[config.mk]
export PLATFORM = sky130hd
export DESIGN_NAME = full_adder_16bit
export DESIGN_NICKNAME = d
export VERILOG_FILES = /design/src/rtl/adder_pkg.sv /design/src/rtl/full_adder_1bit.sv /design/src/rtl/full_adder_16bit.sv
export SDC_FILE = /design/constraint.sdc
export NUM_CORES = 1
export LEC_CHECK = 0
export ABC_AREA = 1
export CAP_MARGIN = 15
export CORE_MARGIN = 2
export CORE_UTILIZATION = 37
export DETAILED_ROUTE_END_ITERATION = 6
export GPL_TIMING_DRIVEN = 1
export PLACE_DENSITY = 0.82
export SETUP_SLACK_MARGIN = 0.1
export SLEW_MARGIN = 40
export SYNTH_ARGS = -nofsm -noshare
export SYNTH_HDL_FRONTEND = slang
export SYNTH_SLANG_ARGS = --single-unit
[constraint.sdc]
create_clock -name clk -period 1.3 [get_ports clk]
set_clock_uncertainty 0.2 [all_clocks]
set_input_delay 0.26 -clock clk [delete_from_list [all_inputs] [get_ports clk]]
set_output_delay 0.26 -clock clk [all_outputs]
set_load 0.05 [all_outputs]
[src/rtl/adder_pkg.sv]
// -----------------------------------------------------------------------------
// adder_pkg
// Shared definitions for the datapath adder chain.
//   ADDER_WIDTH    : default operand / sum width in bits (16)
//   adder_result_t : combined {carry, sum} value, ADDER_WIDTH+1 bits, so the
//                    carry-out and sum can be handled as one unsigned number
// -----------------------------------------------------------------------------
package adder_pkg;

  localparam int ADDER_WIDTH = 16;

  typedef logic [ADDER_WIDTH:0] adder_result_t;

endpackage : adder_pkg

[src/rtl/full_adder_1bit.sv]
// -----------------------------------------------------------------------------
// full_adder_1bit
// Purely combinational 1-bit full adder; one link of the ripple-carry chain.
// Ports:
//   a, b  : operand bits
//   c_in  : carry into this bit
//   sum   : a ^ b ^ c_in
//   c_out : carry out of this bit
// -----------------------------------------------------------------------------
module full_adder_1bit (
  input  logic a,
  input  logic b,
  input  logic c_in,
  output logic sum,
  output logic c_out
);

  logic w_prop;

  // Propagate term is shared between the sum and the carry expressions.
  assign w_prop = a ^ b;
  assign sum    = w_prop ^ c_in;
  assign c_out  = (a & b) | (c_in & w_prop);

endmodule : full_adder_1bit

[src/rtl/full_adder_16bit.sv]
// -----------------------------------------------------------------------------
// full_adder_16bit
// Registered ripple-carry adder: {c_out, sum} = a + b + c_in, one cycle after
// the operands are presented. A new operation is accepted every cycle.
// Ports:
//   clk   : system clock, rising-edge active
//   rst   : asynchronous, active-high reset (clears all outputs)
//   a, b  : unsigned WIDTH-bit operands
//   c_in  : carry into bit 0
//   sum   : registered low WIDTH bits of the result
//   c_out : registered carry out of bit WIDTH-1
//   ovf   : registered two's-complement overflow flag (optional)
// Build option:
//   FULL_ADDER_16BIT_OVF_EN : when defined, adds the ovf port and its logic.
// -----------------------------------------------------------------------------
module full_adder_16bit
  import adder_pkg::*;
#(
  parameter int WIDTH = ADDER_WIDTH
) (
  input  logic             clk,
  input  logic             rst,
  input  logic [WIDTH-1:0] a,
  input  logic [WIDTH-1:0] b,
  input  logic             c_in,
  output logic [WIDTH-1:0] sum,
`ifdef FULL_ADDER_16BIT_OVF_EN
  output logic             c_out,
  output logic             ovf
`else
  output logic             c_out
`endif
);

  // w_carry[i] is the carry into bit i; w_carry[WIDTH] is the final carry out.
  logic [WIDTH:0]   w_carry;
  logic [WIDTH-1:0] w_sum;

  logic [WIDTH-1:0] r_sum;
  logic             r_c_out;

  assign w_carry[0] = c_in;

  for (genvar i = 0; i < WIDTH; i++) begin : g_bit
    full_adder_1bit u_fa (
      .a     (a[i]),
      .b     (b[i]),
      .c_in  (w_carry[i]),
      .sum   (w_sum[i]),
      .c_out (w_carry[i+1])
    );
  end : g_bit

  // NOTE: sequential state uses non-blocking assignments so every register
  // samples the pre-edge value of its inputs, regardless of block ordering.
  always_ff @(posedge clk or posedge rst) begin
    if (rst) begin
      r_sum   <= '0;
      r_c_out <= 1'b0;
    end else begin
      r_sum   <= w_sum;
      r_c_out <= w_carry[WIDTH];
    end
  end

  assign sum   = r_sum;
  assign c_out = r_c_out;

`ifdef FULL_ADDER_16BIT_OVF_EN
  logic w_ovf;
  logic r_ovf;

  // Signed overflow: carry into the sign bit differs from carry out of it.
  assign w_ovf = w_carry[WIDTH] ^ w_carry[WIDTH-1];

  always_ff @(posedge clk or posedge rst) begin
    if (rst) r_ovf <= 1'b0;
    else     r_ovf <= w_ovf;
  end

  assign ovf = r_ovf;
`endif

endmodule : full_adder_16bit

==> results of run 1 <==
==> worst min-delay path, delay by kind of cell <==
| kind | cells | cell delay [ps] |
|---|---|---|
| buf+inv | 3 | 680 |
==> final cells by class <==
| type | count | area (sq um) |
|---|---|---|
| well taps | 27 | 33.8 |
| fillers | 107 | 419 |
| inverters | 11 | 41.3 |
| repair buffers | 52 | 678 |
| multi-input cells | 16 | 358 |
| clock buffers | 4 | 26.3 |
| flip-flops and latches | 17 | 425 |
==> cell usage after synthesis <==
master,n
inv_1,11
fa_1,16
dfrtp_1,17
==> per-stage QoR <==
step	setup WS, ps	instances
finish	-4740	127
global route	-4900	127
CTS	-5080	127
detailed placement	-5430	123
global placement	-5350	123
floorplan	-4780	44
==> per-layer routing <==
metal	part of all wire	routed length (microns)	up-vias	track usage
li1	-	-	234	-
met3	0.091	164	4	0.0485
met1	0.36	650	270	0.197
met4	0.017	31	0	0.0833
met5	0	0	-	0
met2	0.53	962	36	0.274
==> report_power, final <==
group	switching [mW]	total [mW]	internal (mW)	leakage [nW]
Clock	0.155	0.274	0.119	0.0150
Combinational	0.520	1.06	0.543	0.461
Sequential	0.0863	0.717	0.630	0.198
==> registers in the layout, indices dropped and copies added (netlist names) <==
signal  cells
sum        16
c_out       1
==> what timing repair did <==
item,CTS,global route
cloned,0,0
gates resized for setup,16,0
endpoints found under the setup margin,34,33
setup buffers,0,0
hold buffers,0,0
pin swaps,16,12
==> path summary, 6_finish.rpt <==
check	from	to	slack, ps	depth (start not counted)
max in group asynchronous	rst	sum[12]$_DFF_PP0_	640	3
min	rst	sum[6]$_DFF_PP0_	70	3
max	c_in	sum[15]$_DFF_PP0_	-4740	21
min in group clk	c_in	sum[0]$_DFF_PP0_	80	2
==> cell families (layout without fill, tap and decap cells) <==
| group | count (synthesis) | after routing | share of synthesized area |
|---|---|---|---|
| fa+ha+maj | 16 | 16 | 0.407 |
| buf+inv | 11 | 67 | 0.0525 |
| flops | 17 | 17 | 0.541 |
==> flow_metrics.env, run 1 <==
export IMPL_synth_cells=44
export IMPL_powerDensity_nw_per_um2=1310
export IMPL_ys_seq_area_frac=0.541
export IMPL_setup_viol=27
export IMPL_drive_above_1_share=0.420
export IMPL_yosys_cell_types_count=3
export IMPL_crit_buf_inv=5
export IMPL_syn_num_nets=95
export IMPL_worst_slack_ps=-4740
export IMPL_cp_arrival_ps=6060
export IMPL_numPortBuffers=51
export IMPL_ir_drop_mv=0.862
export IMPL_cts_tree="yes"
export IMPL_antenna_found_initial=0
export IMPL_yosysTopAreaCell="dfrtp_1"
export IMPL_vias_per_cell=4.28
export IMPL_hpwl_mm=1.60
export IMPL_status="finished with violations"
export IMPL_power_mw=2.05
export IMPL_cts_buffers=3
export IMPL_dieArea_sq_um=2510
export IMPL_place_area_sq_um=1540
export IMPL_cts_sinks=17
export IMPL_syn_area_sq_um=787
export IMPL_grt_overflow_total=0
export IMPL_cp_required_ps=1330
export IMPL_synth_avg_cell_area_sq_um=17.9
export IMPL_start_kind="input pin"
export IMPL_critPathKind="in2reg"
export IMPL_grt_max_degree=18
export IMPL_max_slew_worst_pin_slew_ps=208
export IMPL_synth_area_leaders="dfrtp_1 (54%), fa_1 (41%), inv_1 (5.2%)"
export IMPL_fp_row_count=16
export IMPL_cts_path_max_buffers=2
export IMPL_design_area_sq_um=1560
export IMPL_tns_ps=-39680
export IMPL_drc=0
export IMPL_hold_class="in2async"
export IMPL_p_leak_nw=0.674
export IMPL_wire_per_inst_microns=14.2
export IMPL_mostFrequentLayoutCell="clkdlybuf4s50_1"
export IMPL_synth_top_cell_area_share=0.541
export IMPL_whs_ps=68.1
export IMPL_grt_pass1_vias=625
export IMPL_fmax_mhz=166
export IMPL_root_buffer="clkbuf_4"
export IMPL_core_area_sq_um=1980
export IMPL_finalCritPeriodShare=4.65
export IMPL_final_antenna_net_count=0
export IMPL_cp_slowest_cell="fa_1"
export IMPL_htree_num_levels=1
export IMPL_yosysWarnings=0
export IMPL_utilization=0.789
export IMPL_critPathTopFamily="adder cells"
export IMPL_rsz0062_at_grt="yes"
export IMPL_cts_clk_slew_worst_paths_ps=100
export IMPL_synth_seq_cells=17
export IMPL_grt_use_total=0.167
export IMPL_n_antenna_cell=0
export IMPL_gp_congestion=0.593
export IMPL_fin_nets=152
export IMPL_cp_end_kind="flop"
export IMPL_fp_dieW_microns=50.1
export IMPL_dr_pass1_iters=1
export IMPL_cp_common_cell="fa_2"
export IMPL_cp_cell_sequence="buf_6 -> fa_2 -> fa_2 -> fa_2 -> fa_2 -> fa_2 -> fa_2 -> fa_2 -> fa_2 -> fa_2 -> inv_2 -> fa_2 -> inv_2 -> fa_2 -> fa_2 -> fa_2 -> fa_2 -> fa_2 -> inv_2 -> fa_1 -> inv_1"
export IMPL_drt_wl_total_mm=1.81
export IMPL_final_cell_mix="clkdlybuf4s50_1 (30), dfrtp_1 (17), buf_12 (17)"
export IMPL_routed_via_count=544
export IMPL_critPathMaxStageDelay_ps=400
export IMPL_failed_checks="negative setup slack"
export IMPL_dr_first_iter_drc_count=0
export IMPL_syn2layout_area_growth_pct=98.6
export IMPL_maxSlewHeadroom=0.861
export IMPL_crit_fanout=1
export IMPL_start_util=0.397
export IMPL_drv_cap=0
export IMPL_min_period_ps=6040
export IMPL_slew_viol_final=0
export IMPL_fp_dieH_microns=50.1
export IMPL_finalHoldViolations=0
export IMPL_io_pins=52
export IMPL_grt_first_pass_wirelength_mm=2.89
(Power assumes the default switching activity.)
==> run 2, diff against run 1 <==
--- a/config.mk
+++ b/config.mk
@@ -17,3 +17,4 @@
 export SYNTH_ARGS = -nofsm -noshare
 export SYNTH_HDL_FRONTEND = slang
 export SYNTH_SLANG_ARGS = --single-unit
+export TNS_END_PERCENT = 1
==> run 2 against run 1 <==
  * The run still ends with negative setup slack left
  * Utilization increased by 0.32 points
  * Worst setup slack improved by 37 ps
  * Critical path depth unchanged
  * Clock power decreased by 4%
  * Sequential power about the same
  * Flip-flop and latch count unchanged
  * Die area unchanged
  * Largest cell class unchanged
  * Largest power group unchanged
==> flow_metrics.env, run 2 (same netlist as run 1, synthesis figures left out) <==
export IMPL_gp_congestion=0.627
export IMPL_setup_worst_path_end="sum[15]$_DFF_PP0_"
export IMPL_largest_reg_flops=16
export IMPL_numPortBuffers=51
export IMPL_hold_class="in2reg"
export IMPL_n_fill_cell=103
export IMPL_p_leak_nw=0.687
export IMPL_critPathMaxStageDelay_ps=390
export IMPL_status="finished with violations"
export IMPL_cp_arrival_ps=6030
export IMPL_fin_nets=152
export IMPL_finalHoldViolations=0
export IMPL_cp_cell_sequence="buf_6 -> fa_2 -> fa_2 -> fa_2 -> fa_2 -> fa_2 -> fa_2 -> fa_2 -> fa_2 -> fa_2 -> inv_2 -> fa_1 -> inv_1 -> fa_2 -> fa_2 -> fa_2 -> fa_2 -> fa_2 -> inv_2 -> fa_1 -> inv_1"
export IMPL_cp_slowest_cell="fa_1"
export IMPL_max_slew_worst_pin_slew_ps=213
export IMPL_finalCritPeriodShare=4.62
export IMPL_crit_fanout=1
export IMPL_drv_cap=0
export IMPL_fp_dieH_microns=50.1
export IMPL_maxSlewHeadroom=0.858
export IMPL_min_period_ps=6000
export IMPL_wire_per_inst_microns=14.3
export IMPL_start_kind="input pin"
export IMPL_drc=0
export IMPL_cts_tree="yes"
export IMPL_share_seq_of_total_power=0.352
export IMPL_vias_per_cell=4.10
export IMPL_io_pins=52
export IMPL_n_antenna_cell=0
export IMPL_syn2layout_area_growth_pct=99.4
export IMPL_drive_above_1_share=0.400
export IMPL_grt_max_degree=18
export IMPL_grt_pass1_vias=624
export IMPL_grt_use_total=0.182
export IMPL_swShare=0.368
export IMPL_mostFrequentLayoutCell="clkdlybuf4s50_1"
export IMPL_root_buffer="clkbuf_4"
export IMPL_powerDensity_nw_per_um2=1300
export IMPL_grt_overflow_total=0
export IMPL_antenna_found_initial=0
export IMPL_cp_required_ps=1330
export IMPL_intPower_mw=1.29
export IMPL_pwr_share_clk=0.129
export IMPL_critPathLaunch="c_in"
export IMPL_fmax_mhz=167
export IMPL_routed_via_count=521
export IMPL_worst_slack_ps=-4700
export IMPL_grt_first_pass_wirelength_mm=3.12
export IMPL_p_comb_frac=0.518
export IMPL_failed_checks="negative setup slack"
export IMPL_p_sw_uw=749
export IMPL_dr_pass1_iters=2
export IMPL_cts_path_max_buffers=2
export IMPL_cts_sinks=17
export IMPL_fp_dieW_microns=50.1
export IMPL_utilization=0.792
export IMPL_start_util=0.397
export IMPL_tns_ps=-39760
export IMPL_fp_row_count=16
export IMPL_cts_clk_slew_worst_paths_ps=90
export IMPL_critPathKind="in2reg"
export IMPL_htree_num_levels=1
export IMPL_drt_wl_total_mm=1.81
export IMPL_pre_cts_slack_ps=-5590
export IMPL_final_cell_mix="clkdlybuf4s50_1 (29), dfrtp_1 (17), buf_12 (17)"
export IMPL_hpwl_mm=1.64
export IMPL_postCtsSetupBuffers=0
export IMPL_dieArea_sq_um=2510
export IMPL_cp_common_cell="fa_2"
export IMPL_cts_buffers=3
export IMPL_slew_viol_final=0
export IMPL_dr_first_iter_drc_count=1
export IMPL_rsz0062_at_grt="yes"
export IMPL_final_antenna_net_count=0
export IMPL_cp_end_kind="flop"
export IMPL_core_area_sq_um=1980
export IMPL_setup_viol=23
export IMPL_power_mw=2.04
export IMPL_ir_drop_mv=0.822
run 2: changes by cell type in the layout (fill, tap and decap cells not counted), sizes merged:
| cell | change |
|---|---|
| clkdlybuf4s50 | -1 |
| dlymetal6s2s | +1 |
run 2: how the worst min path moves through the flow:
stage / slack (ps) / cells after the start / startpoint / to
after CTS: 70 / 2 / c_in / sum[0]$_DFF_PP0_
final: 70 / 2 / b[0] / sum[0]$_DFF_PP0_
after global routing: 60 / 2 / b[0] / sum[0]$_DFF_PP0_
after global placement: 380 / 3 / rst / sum[6]$_DFF_PP0_
after floorplan: -10 / 1 / rst / c_out$_DFF_PP0_
after detailed placement: 410 / 3 / rst / sum[5]$_DFF_PP0_
run 2: stage by stage:
stage          hold slack [ps]  instance area (sq um)  instances
2_1_floorplan            -13.9                    817         44
3_3_place_gp               383                   1540        123
3_5_place_dp               409                   1540        123
4_1_cts                   73.0                   1560        127
5_1_grt                   63.1                   1570        127
6_report                  67.8                   1570        127
run 2: power by group through the flow:
| stage | clock [mW] | combinational [mW] | sequential (mW) |
|---|---|---|---|
| after floorplan | 0 | 0.101 | 1.04 |
| after global placement | 0 | 1.04 | 0.722 |
| after detailed placement | 0 | 1.07 | 0.731 |
| after CTS | 0.285 | 1.07 | 0.720 |
| after global routing | 0.307 | 1.11 | 0.727 |
| final | 0.264 | 1.06 | 0.718 |
run 2: routing by layer:
layer  global-route usage  share of wire  routed length, microns  vias up
li1                     -              -                       -      232
met1                0.214           0.35                     639      245
met2                0.279           0.51                     924       40
met3               0.0879           0.13                     227        4
met4               0.0833          0.012                      22        0
met5                    0              0                       0        -
run 2: layout make-up:
| cell class | count | area [sq um] | share of cell area |
|---|---|---|---|
| flip-flops and latches | 17 | 425 | 0.271 |
| repair buffers | 52 | 687 | 0.438 |
| multi-input cells | 16 | 355 | 0.226 |
| well taps | 27 | 33.8 | 0.0215 |
| clock buffers | 4 | 26.3 | 0.0167 |
| inverters | 11 | 41.3 | 0.0263 |
run 2: worst max-delay path, delay by kind of cell:
| kind | cells | cell delay (ps) |
|---|---|---|
| adders and majority gates | 16 | 5460 |
| buffers and inverters | 5 | 320 |
run 2: repair_timing:
| action | in CTS | in global routing |
|---|---|---|
| hold buffers | 0 | 0 |
| endpoints found under the setup margin | 34 | 33 |
| pin swaps | 7 | 4 |
| resized for setup | 18 | 2 |
==> run 3, diff against run 2 <==
--- a/config.mk
+++ b/config.mk
@@ -7,13 +7,13 @@
 export LEC_CHECK = 0
 export ABC_AREA = 1
 export CAP_MARGIN = 15
-export CORE_MARGIN = 2
+export CORE_MARGIN = 3
 export CORE_UTILIZATION = 37
 export DETAILED_ROUTE_END_ITERATION = 6
 export GPL_TIMING_DRIVEN = 1
 export PLACE_DENSITY = 0.82
+export RECOVER_POWER = 25
 export SETUP_SLACK_MARGIN = 0.1
-export SLEW_MARGIN = 40
 export SYNTH_ARGS = -nofsm -noshare
 export SYNTH_HDL_FRONTEND = slang
 export SYNTH_SLANG_ARGS = --single-unit
==> run 3 against run 2 <==
  * Clock power up 6%
  * Highest routed layer unchanged
  * Die area up 8.1%
  * Sequential share of layout area about the same
  * The run still ends with negative setup slack left
  * Sequential power about the same
  * Worst setup slack worse by 46 ps
  * Largest power group unchanged
  * Critical path type unchanged
==> flow_metrics.env, run 3 (same netlist as run 1, synthesis figures left out) <==
export IMPL_hold_class="in2reg"
export IMPL_vias_per_cell=4.21
export IMPL_grt_busiest_layer="met2"
export IMPL_critPathTopFamily="adder cells"
export IMPL_numPortBuffers=51
export IMPL_cts_tree="yes"
export IMPL_cp_slowest_cell="fa_2"
export IMPL_critPathMaxStageDelay_ps=390
export IMPL_mostFrequentLayoutCell="clkdlybuf4s50_1"
export IMPL_crit_buf_inv=5
export IMPL_largest_reg_flops=16
export IMPL_dr_pass1_iters=1
export IMPL_drt_wl_total_mm=1.86
export IMPL_powerDensity_nw_per_um2=1320
export IMPL_start_util=0.397
export IMPL_cp_depth=21
export IMPL_power_mw=2.06
export IMPL_fp_dieW_microns=52.1
export IMPL_setup_viol=32
export IMPL_start_kind="input pin"
export IMPL_finalHoldViolations=0
export IMPL_n_antenna_cell=0
export IMPL_gp_congestion=0.619
export IMPL_grt_overflow_total=0
export IMPL_postCtsSetupBuffers=0
export IMPL_routed_via_count=535
export IMPL_max_slew_worst_pin_slew_ps=409
export IMPL_dp_cells=123
export IMPL_critPathKind="in2reg"
export IMPL_crit_fanout=1
export IMPL_rsz0062_at_grt="yes"
export IMPL_dieArea_sq_um=2720
export IMPL_fp_dieH_microns=52.1
export IMPL_core_area_sq_um=1980
export IMPL_worst_slack_ps=-4750
export IMPL_dr_first_iter_drc_count=0
export IMPL_ctsHoldBuffers=0
export IMPL_slew_viol_final=0
export IMPL_use_met1=0.191
export IMPL_cp_common_cell="fa_2"
export IMPL_hold_depth=2
export IMPL_wire_per_inst_microns=14.7
export IMPL_cts_clk_slew_worst_paths_ps=100
export IMPL_cts_path_max_buffers=2
export IMPL_cp_arrival_ps=6090
export IMPL_cp_cell_sequence="buf_6 -> fa_2 -> fa_2 -> fa_2 -> fa_2 -> fa_2 -> fa_2 -> fa_2 -> fa_2 -> fa_2 -> inv_2 -> fa_2 -> inv_2 -> fa_2 -> fa_2 -> fa_2 -> fa_2 -> fa_2 -> inv_2 -> fa_1 -> inv_1"
export IMPL_grt_use_total=0.165
export IMPL_final_antenna_net_count=0
export IMPL_cp_required_ps=1340
export IMPL_drive_above_1_share=0.440
export IMPL_failed_checks="negative setup slack"
export IMPL_cp_end_kind="flop"
export IMPL_cts_sinks=17
export IMPL_use_met2=0.270
export IMPL_drc=0
export IMPL_cts_buffers=3
export IMPL_fp_row_count=16
export IMPL_grt_pass1_vias=600
export IMPL_hpwl_mm=1.64
export IMPL_final_cell_mix="clkdlybuf4s50_1 (29), dfrtp_1 (17), buf_12 (17)"
export IMPL_antenna_found_initial=0
export IMPL_place_area_sq_um=1540
export IMPL_htree_num_levels=1
export IMPL_fmax_mhz=165
export IMPL_ir_drop_mv=0.858
export IMPL_finalCritPeriodShare=4.65
export IMPL_io_pins=52
export IMPL_grt_first_pass_wirelength_mm=2.95
export IMPL_design_area_sq_um=1570
export IMPL_whs_ps=75.1
export IMPL_n_fill_cell=95
export IMPL_fin_nets=152
export IMPL_min_period_ps=6050
export IMPL_root_buffer="clkbuf_4"
export IMPL_grt_max_degree=18
export IMPL_final_cells=127
export IMPL_syn2layout_area_growth_pct=99.2
export IMPL_status="finished with violations"
export IMPL_p_leak_nw=0.677
export IMPL_drv_cap=0
export IMPL_met3_usage=0.0573
export IMPL_maxSlewHeadroom=0.728
-- run 3: layout make-up --
cell class                      instances  area, sq um  share of cell area
Inverter                               11         41.3              0.0263
Multi-Input combinational cell         16          358               0.228
Sequential cell                        17          425               0.271
Clock buffer                            3         22.5              0.0144
Tap cell                               27         33.8              0.0215
Timing Repair Buffer                   52          682               0.435
Clock inverter                          1         5.00             0.00319
-- run 3: metal layers --
| metal | part of all wire | vias up |
|---|---|---|
| met5 | 0 | - |
| met4 | 0.017 | 0 |
| met3 | 0.13 | 2 |
| met2 | 0.50 | 40 |
| met1 | 0.36 | 260 |
| li1 | - | 233 |
-- run 3: final timing paths --
check | from | to | slack (ps)
max | a[0] | sum[15]$_DFF_PP0_ | -4750
min in group asynchronous | rst | sum[7]$_DFF_PP0_ | 290
min | c_in | sum[0]$_DFF_PP0_ | 80
max in group asynchronous | rst | sum[10]$_DFF_PP0_ | 320
-- run 3: power breakdown --
part	total, mW	internal (mW)	switching, mW	leakage (nW)
sequential	0.717	0.630	0.0868	0.198
clock	0.279	0.114	0.164	0.0177
combinational	1.07	0.545	0.523	0.462
total	2.06	1.29	0.774	0.677
-- run 3: through the flow --
stage,util,setup WS (ps),setup TNS (ps)
2_1_floorplan,-,-4840,-41880
3_3_place_gp,0.777,-5440,-50710
3_5_place_dp,0.777,-5490,-51500
4_1_cts,0.789,-5090,-43970
5_1_grt,0.791,-4860,-42050
6_report,0.791,-4750,-40460
-- run 3: repair_timing --
| action | in CTS | in global routing |
|---|---|---|
| pin swaps | 16 | 16 |
| resized for setup | 20 | 2 |
| endpoints found under the setup margin | 34 | 33 |
